### src/rtl/accumulator_5_pkg.sv
// Shared types and default sizes for the accumulator_5 block.
package accumulator_5_pkg;

    localparam int unsigned DefWidth = 5;
    localparam int unsigned DefCntW  = 3;

    typedef enum logic [1:0] {
        StIdle,
        StAccum,
        StDone
    } state_e;

endpackage

### src/rtl/ripple_carry_adder_5.sv
// Purely combinational ripple-carry adder: sum = a + b, carry = carry-out of the MSB.
module ripple_carry_adder_5
    import accumulator_5_pkg::*;
#(
    parameter int unsigned WIDTH = DefWidth
) (
    input  logic [WIDTH-1:0] a,
    input  logic [WIDTH-1:0] b,
    output logic [WIDTH-1:0] sum,
    output logic             carry
);

    // c[i] is the carry into bit i; c[WIDTH] is the carry-out
    logic [WIDTH:0] c;

    assign c[0] = 1'b0;

    for (genvar i = 0; i < WIDTH; i++) begin : g_bit
        assign sum[i]   = a[i] ^ b[i] ^ c[i];
        assign c[i + 1] = (a[i] & b[i]) | (c[i] & (a[i] ^ b[i]));
    end

    assign carry = c[WIDTH];

endmodule

### src/rtl/accumulator_5.sv
// Job-based unsigned accumulator: sums len operands, reports a wrapped result
// plus a sticky overflow flag through a valid/ready output handshake.
module accumulator_5
    import accumulator_5_pkg::*;
#(
    parameter int unsigned WIDTH = DefWidth,
    parameter int unsigned CNT_W = DefCntW
) (
    input  logic             clk,
    input  logic             rst_n,
    input  logic             start,
    input  logic [CNT_W-1:0] len,
    input  logic             clear,
    input  logic             in_valid,
    output logic             in_ready,
    input  logic [WIDTH-1:0] in_data,
    output logic             out_valid,
    input  logic             out_ready,
    output logic [WIDTH-1:0] result,
    output logic             overflow,
    output logic             busy
);

    state_e           state_q;
    logic [WIDTH-1:0] acc_q;
    logic             ovf_q;
    logic [CNT_W-1:0] remaining_q;

    logic [WIDTH-1:0] sum;
    logic             carry;

    ripple_carry_adder_5 #(
        .WIDTH (WIDTH)
    ) u_adder (
        .a     (acc_q),
        .b     (in_data),
        .sum   (sum),
        .carry (carry)
    );

    // FSM and datapath registers; clear outranks every other action in the cycle
    always_ff @(posedge clk or negedge rst_n) begin
        if (!rst_n) begin
            state_q     <= StIdle;
            acc_q       <= '0;
            ovf_q       <= 1'b0;
            remaining_q <= '0;
        end else if (clear) begin
            state_q     <= StIdle;
            acc_q       <= '0;
            ovf_q       <= 1'b0;
            remaining_q <= '0;
        end else begin
            unique case (state_q)
                StIdle: begin
                    if (start) begin
                        acc_q <= '0;
                        ovf_q <= 1'b0;
                        if (len != '0) begin
                            remaining_q <= len;
                            state_q     <= StAccum;
                        end else begin
                            state_q <= StDone;
                        end
                    end
                end
                StAccum: begin
                    // in_ready is implied high in this state
                    if (in_valid) begin
                        acc_q       <= sum;
                        ovf_q       <= ovf_q | carry;
                        remaining_q <= remaining_q - CNT_W'(1);
                        if (remaining_q == CNT_W'(1)) begin
                            state_q <= StDone;
                        end
                    end
                end
                StDone: begin
                    if (out_ready) begin
                        state_q <= StIdle;
                    end
                end
                default: begin
                    state_q <= StIdle;
                end
            endcase
        end
    end

    // Outputs decode straight from registered state, so reset zeroes them at once
    always_comb begin
        in_ready  = (state_q == StAccum);
        out_valid = (state_q == StDone);
        busy      = (state_q != StIdle);
        result    = (state_q == StDone) ? acc_q : '0;
        overflow  = (state_q == StDone) ? ovf_q : 1'b0;
    end

endmodule

### config.mk
export PLATFORM = sky130hd
export DESIGN_NAME = accumulator_5
export DESIGN_NICKNAME = d
export VERILOG_FILES = /design/src/rtl/accumulator_5_pkg.sv /design/src/rtl/ripple_carry_adder_5.sv /design/src/rtl/accumulator_5.sv
export SDC_FILE = /design/constraint.sdc
export NUM_CORES = 1
export LEC_CHECK = 0
export BUFFER_PORTS_ARGS = -buffer_cell sky130_fd_sc_hd__buf_4
export CAP_MARGIN = 20
export CORE_MARGIN = 2
export CORE_UTILIZATION = 45
export CTS_BUF_LIST = sky130_fd_sc_hd__clkbuf_16
export CTS_CLUSTER_SIZE = 40
export DETAILED_ROUTE_END_ITERATION = 10
export GPL_ROUTABILITY_DRIVEN = 1
export PLACE_DENSITY = 0.81
export SETUP_SLACK_MARGIN = 0.3
export SYNTH_ARGS = -nofsm -noshare
export SYNTH_HDL_FRONTEND = slang
export SYNTH_SLANG_ARGS = --single-unit
export TNS_END_PERCENT = 100
### constraint.sdc
create_clock -name clk -period 2.05 [get_ports clk]
set_input_delay 0.1025 -clock clk [delete_from_list [all_inputs] [get_ports clk]]
set_output_delay 0.1025 -clock clk [all_outputs]
set_load 0.01 [all_outputs]
==> results by group, run 1 <==
Status
  • Status: complete, but fails checks
  • Violated checks: setup timing

Global route
  • Initial antenna violation count: 0
  • Gr ovfl total: 0
  • Largest net degree at the start of global routing: 12
  • Vias in the first global route: 626
  • GRT Util Overall: 20.02%
  • Global-route wire length before repair: about 3 mm

Power and ir drop
  • Combinational share of power: roughly a quarter
  • Static Leakage: 0.5423 nW
  • Maximum vdd drop: roughly 0.64 mV
  • Sequential share of power: 32.2%
  • Total power draw: 0.8091 mW
  • Cell Pwr Density: 722.6 nW/um2
  • Sw Share: 26.67%
  • Pint: just under 0.6 mW
  • Psw: 0.2158 mW
  • Clk pwr share: between 40% and 50%

Synthesis
  • Ranking of synthesized cells by area: dfrtp_1 (33%), fa_1 (9.7%), mux2_2 (6.8%), and2_1 (4.5%), ha_1 (4.5%)
  • Synth Register Bits: 11
  • Avg Cell Area, Syn: 10.47 um2
  • Synth Warn #: 0
  • Ys flop type: dfrtp_1
  • Post-synthesis instance total: 79
  • Post-Syn Nets: 100
  • Yosys top cell area share: 33.28%
  • Post-synthesis cell type with the largest combined area: dfrtp_1
  • Mapped Area: 827.0 um2
  • Post-synth cell types: 35
  • Post-synth EDFFs: 0
  • Sequential area share after synthesis: ~33%
  • Share of flip-flops with an asynchronous set or reset: 100.0%

Timing
  • Final setup violation count: 2
  • Max transition margin: 65.35%
  • Fmax: 446.7 MHz
  • Period minus WS final: roughly 2.2 ns
  • Worst-margin pin slew: 0.5157 ns
  • RSZ-0062 raised after global routing: true
  • Fin. max-slew vios: 0
  • Skew final: 0.0009332 ns
  • Final Cycle Share: 109.2%
  • Worst setup margin: -0.1884 ns
  • Final Hold Fails: 0

Worst setup path
  • Crit-path max FO: 2
  • Reg2Reg Depth: 10
  • Reg2reg start: acc_q[0]
  • RR Endpoint: acc_q[4]
  • Slowest library cell on the worst path: fa_1
  • Crit path DAT: 2.42 ns
  • Setup crit start kind: flip-flop
  • Worst path required time: 2.23 ns
  • R2R Setup Slk: -0.19 ns
  • CP cell instances: ha_2 > inv_2 > fa_2 > inv_2 > fa_2 > fa_2 > inv_2 > fa_1 > nor2_1 > mux2_2
  • CP max stage delay: 0.40 ns
  • Crit. End Element: flip-flop
  • WS Path Type: flip-flop to flip-flop

Route
  • Vias/cell: 5.101
  • WL/cell: 13.74 um
  • Final WL: 1.772 mm
  • First drt pass iteration count: 4
  • Via count: approximately 660
  • ANT nets after route: 0
  • Drt first-iter violations: 14
  • Remaining routing DRC violations: 0

Die
  • Initial Util: 47.90%
  • Die height: 46.87 um
  • IO Count: 23
  • Core area: between 1500 and 2000 um2
  • Die area: 2197 um2
  • Die W: about 47 um
  • FP Rows: 15

Finish
  • Final nets: 126
  • Fillcell total: about 150
  • Antenna Cells: 0
  • Area Overhead vs Synth: 35.40%
  • Fraction of layout cells with a size suffix above 1: 44.23%
  • Cell area after layout: 1120 um2

Clocking
  • CTS clk-pin slew, worst paths: 0.04 ns
  • CTS tree: yes
  • Clock sink count: 11
  • CTS Buffer Depth: 2
  • Root buffer cell: clkbuf_16
  • Clk_lat worst skew: 0.24 ns
  • CTS HTree Levels: 1
  • Num CTS Buffers: 3

Min path
  • WHS Path Cells: 2
  • Min-delay src: clear
  • Worst Hold Path EP: remaining_q[2]
  • Worst min path class: input pin to flip-flop

Placement
  • Placed Area: 1011 um2
  • HPWL after DPL: 1.259 mm
  • Port bufs: 22
  • GPL Wtd Cong: 0.7399

Run
  • Max Cap Viol: 0
==> cell type report <==
type / instances / area, um2 / area share, %
inverter: 10 / 37.54 / 3.352
tap: 25 / 31.28 / 2.793
sequential: 11 / 275.3 / 24.58
clock buffer: 3 / 75.07 / 6.704
timing repair buffer: 24 / 182.7 / 16.31
clock inverter: 1 / 3.754 / 0.3352
multi-input combinational: 55 / 514.2 / 45.92
==> placed cells by master (no fill, tap or decap), types with 3 or more instances in the layout <==
cell	instances
and2_1	6
buf_4	23
clkbuf_16	3
dfrtp_1	11
fa_2	3
inv_1	8
inv_2	3
mux2_2	5
mux2i_1	3
nor2_1	4
==> timing repair <==
action | CTS | global route
hold buffers | 1 | 0
resized for setup | 2 | 2
setup endpoints to repair | 4 | 10
buffers inserted | 1 | 0
hold endpoints to repair | 11 | 0
==> synthesized netlist by cell type (2+ instances only) <==
cell	count
ha_1	3
a21oi_1	2
nand3b_1	2
and2_1	6
inv_1	10
fa_1	4
nor2_1	4
and3_1	3
nand2b_1	2
dfrtp_1	11
mux2i_1	3
mux2_2	5
o21a_1	2
==> worst max path at each step <==
stage / depth (start not counted) / from / to / slack (ns)
global placement: 10 / acc_q[0] / acc_q[4] / -0.14
global route: 10 / acc_q[0] / acc_q[4] / -0.30
floorplan: 10 / acc_q[0] / acc_q[4] / -0.11
CTS: 10 / acc_q[0] / acc_q[4] / -0.21
finish: 10 / acc_q[0] / acc_q[4] / -0.19
detailed placement: 10 / acc_q[0] / acc_q[4] / -0.22
==> through the flow <==
stage / util (%) / setup WS [ns] / setup TNS [ns] / instances / hold slack (ns)
2_1_floorplan: - / -0.1140 / -0.1140 / 79 / -0.1931
3_3_place_gp: 58.55 / -0.1446 / -0.1656 / 123 / -0.05206
3_5_place_dp: 58.55 / -0.2170 / -0.2870 / 123 / -0.05104
4_1_cts: 64.42 / -0.2053 / -0.2609 / 129 / 0.09437
5_1_grt: 64.86 / -0.2984 / -0.5127 / 129 / 0.1117
6_report: 64.86 / -0.1884 / -0.2355 / 129 / 0.09559
==> critical path, delay by kind of cell, from the launching register on <==
kind	cells	cell delay, ns
and+or+nand+nor	1	0.09
muxes	1	0.15
buffers and inverters	3	0.15
adders and majority gates	5	1.43
DFF	1	0.37
==> sequential cells by signal, indices dropped and copies added, names as in the netlist <==
register and flops:
acc_q 5, remaining_q 3, state_q 2, ovf_q 1
==> cell families after synthesis <==
kind of cell / Yosys count / share of synthesized area, %
xor+xnor: 2 / 2.118
compound gates: 12 / 13.01
buf+inv: 13 / 7.262
flops: 11 / 33.28
simple gates: 26 / 19.67
mux: 8 / 10.44
fa+ha+maj: 7 / 14.22
==> layer usage <==
metal / GRT usage [%] / routed length [um]
met1: 27.78 / 810
met4: 13.33 / 46
met3: 3.462 / 68
met2: 28.49 / 846
met5: 0 / 0
==> power by group through the flow <==
stage          sequential (mW)  clock [mW]  combinational (mW)
2_1_floorplan            0.251           0               0.133
5_1_grt                  0.264       0.372               0.213
6_report                 0.261       0.358               0.190
3_5_place_dp             0.264           0               0.180
4_1_cts                  0.260       0.363               0.187
3_3_place_gp             0.262           0               0.177
(Power assumes the default switching activity.)
==> run 2: changes to the inputs <==
CORE_ASPECT_RATIO = 1.4   (was default)
==> run 2 against run 1 <==
  * The flow still finishes with violations (setup timing)
  * Global-route usage fell by 1.9 points
  * Power fell by 0.26%
  * Count of clock-buffer cells in the layout unchanged
  * Non-clock buffer count is 1 lower
  * Combinational power fell by 3%
==> results by group, run 2 (same netlist as run 1, synthesis figures left out) <==
Timing
  • Fmax: 438.9 MHz
  • Final Hold Fails: 0
  • Final setup violation count: 2
  • Period minus WS final: about 2.3 ns
  • Setup tns final: -0.2771 ns
  • Worst-margin pin slew: 0.5251 ns
  • Fin. max-slew vios: 0
  • RSZ-0062 raised after global routing: true
  • Final Cycle Share: 111.2%
  • Worst setup margin: -0.2286 ns
  • Skew final: 0.001325 ns
  • Max transition margin: 64.73%

Route
  • Vias/cell: 5.260
  • Remaining routing DRC violations: 0
  • Drt first-iter violations: 2
  • Via count: between 600 and 700
  • WL/cell: 13.24 um
  • ANT nets after route: 0
  • First drt pass iteration count: 4
  • Final WL: between 1.5 and 2 mm

Finish
  • Fraction of layout cells with a size suffix above 1: a little over two fifths
  • Multi-input logic area: 513.0 um2
  • Antenna Cells: 0
  • Largest reg by FF count: acc_q
  • Fillcell total: 140
  • Most frequent cells in the layout: buf_4 (22), dfrtp_1 (11), inv_1 (7)
  • Commonest non-fill, non-tap cell in the layout: buf_4
  • Final nets: 125
  • Max FFs per register: 5
  • Area Overhead vs Synth: 33.74%
  • FF+latch area: between 200 and 300 um2
  • Largest registers: acc_q: 5 flops, remaining_q: 3 flops, state_q: 2 flops
  • Non-filler instance count after layout: approximately 120

Clocking
  • Num CTS Buffers: 3
  • Root buffer cell: clkbuf_16
  • CTS tree: yes
  • CTS clk-pin slew, worst paths: about 0.04 ns
  • CTS Buffer Depth: 2
  • Clock sink count: 11
  • CTS HTree Levels: 1
  • Clk_lat worst skew: 0.24 ns

Worst setup path
  • WS Path Type: flip-flop to flip-flop
  • Reg2reg start: acc_q[0]
  • Crit. End Element: flip-flop
  • Crit-path max FO: 3
  • R2R Setup Slk: -0.23 ns
  • Worst path required time: 2.23 ns
  • Critical Path Source: acc_q[0]
  • Setup crit start kind: flip-flop
  • Crit path DAT: 2.46 ns

Global route
  • GRT Util Overall: a little under a fifth
  • Initial antenna violation count: 0
  • Vias in the first global route: 571
  • Global-route wire length before repair: about 2.6 mm
  • Gr ovfl total: 0
  • Largest net degree at the start of global routing: 12

Run
  • Max Cap Viol: 0

Die
  • Core area: 1757 um2
  • Die height: 54.73 um
  • Initial Util: a little under half
  • Die area: 2202 um2
  • FP Rows: 18
  • Die W: ~40 um
  • IO Count: 23

Power and ir drop
  • Static Leakage: ~0.54 nW
  • Cell Pwr Density: 729.6 nW/um2
  • Maximum vdd drop: roughly 0.60 mV

Placement
  • DP Cell Count: approximately 120
  • GPL Wtd Cong: 0.7753
  • Port bufs: 22
  • HPWL after DPL: 1.187 mm

Min path
  • Worst min path class: input pin to flip-flop
  • Min-delay src: clear

Status
  • Violated checks: setup timing
  • Status: complete, but fails checks
-- run 2: worst max-delay path: stages, from the launching register on --
cell	delay, ns
dfrtp_1	0.38
ha_2	0.18
inv_2	0.05
fa_2	0.18
inv_2	0.04
fa_2	0.33
fa_2	0.34
inv_2	0.06
fa_1	0.39
nor2_1	0.12
mux2_4	0.16
-- run 2: metal layers --
layer | part of all wire, % | GRT usage, % | up-vias
met5 | 0 | 0 | -
met4 | 3.1 | 13.33 | 0
met3 | 4.7 | 2.439 | 5
met2 | 51 | 26.88 | 17
met1 | 41 | 23.44 | 309
li1 | - | - | 316
-- run 2: path summary, 6_finish.rpt --
check	to	cells after the start
max	acc_q[4]	10
min	remaining_q[2]	2
max reg2reg	acc_q[4]	10
min reg2reg	acc_q[1]	1
max in group asynchronous	acc_q[0]	2
min in group asynchronous	remaining_q[1]	2
-- run 2: per-stage QoR --
stage / cell area (um2) / util, % / total power, mW / hold slack, ns / setup slack [ns]
3_5_place_dp: 1005 / 57.19 / 0.4433 / -0.05401 / -0.1911
6_report: 1106 / 62.96 / 0.8070 / 0.1046 / -0.2286
5_1_grt: 1106 / 62.96 / 0.8509 / 0.1041 / -0.2854
2_1_floorplan: 837.1 / - / 0.3842 / -0.1931 / -0.1140
4_1_cts: 1095 / 62.32 / 0.8103 / 0.09680 / -0.1927
3_3_place_gp: 1005 / 57.19 / 0.4388 / -0.05553 / -0.1398
-- run 2: final cells by class --
| class | count | share of cell area, % |
|---|---|---|
| Clock inverter | 1 | 0.4525 |
| Timing Repair Buffer | 23 | 15.84 |
| Inverter | 10 | 3.394 |
| Clock buffer | 3 | 6.787 |
| Multi-Input combinational cell | 55 | 46.38 |
| Tap cell | 20 | 2.262 |
| Sequential cell | 11 | 24.89 |
-- run 2: timing repair --
action | CTS | global route
setup buffers | 0 | 0
hold buffers | 1 | 0
pin swaps | 1 | 0
endpoints found under the setup margin | 4 | 10
gates resized for setup | 1 | 3
endpoints found under the hold margin | 11 | 0
-- run 2: power breakdown --
group          switching [mW]  internal [mW]
Sequential             0.0231          0.238
Clock                   0.104          0.259
Combinational          0.0873         0.0963
Total                   0.214          0.593
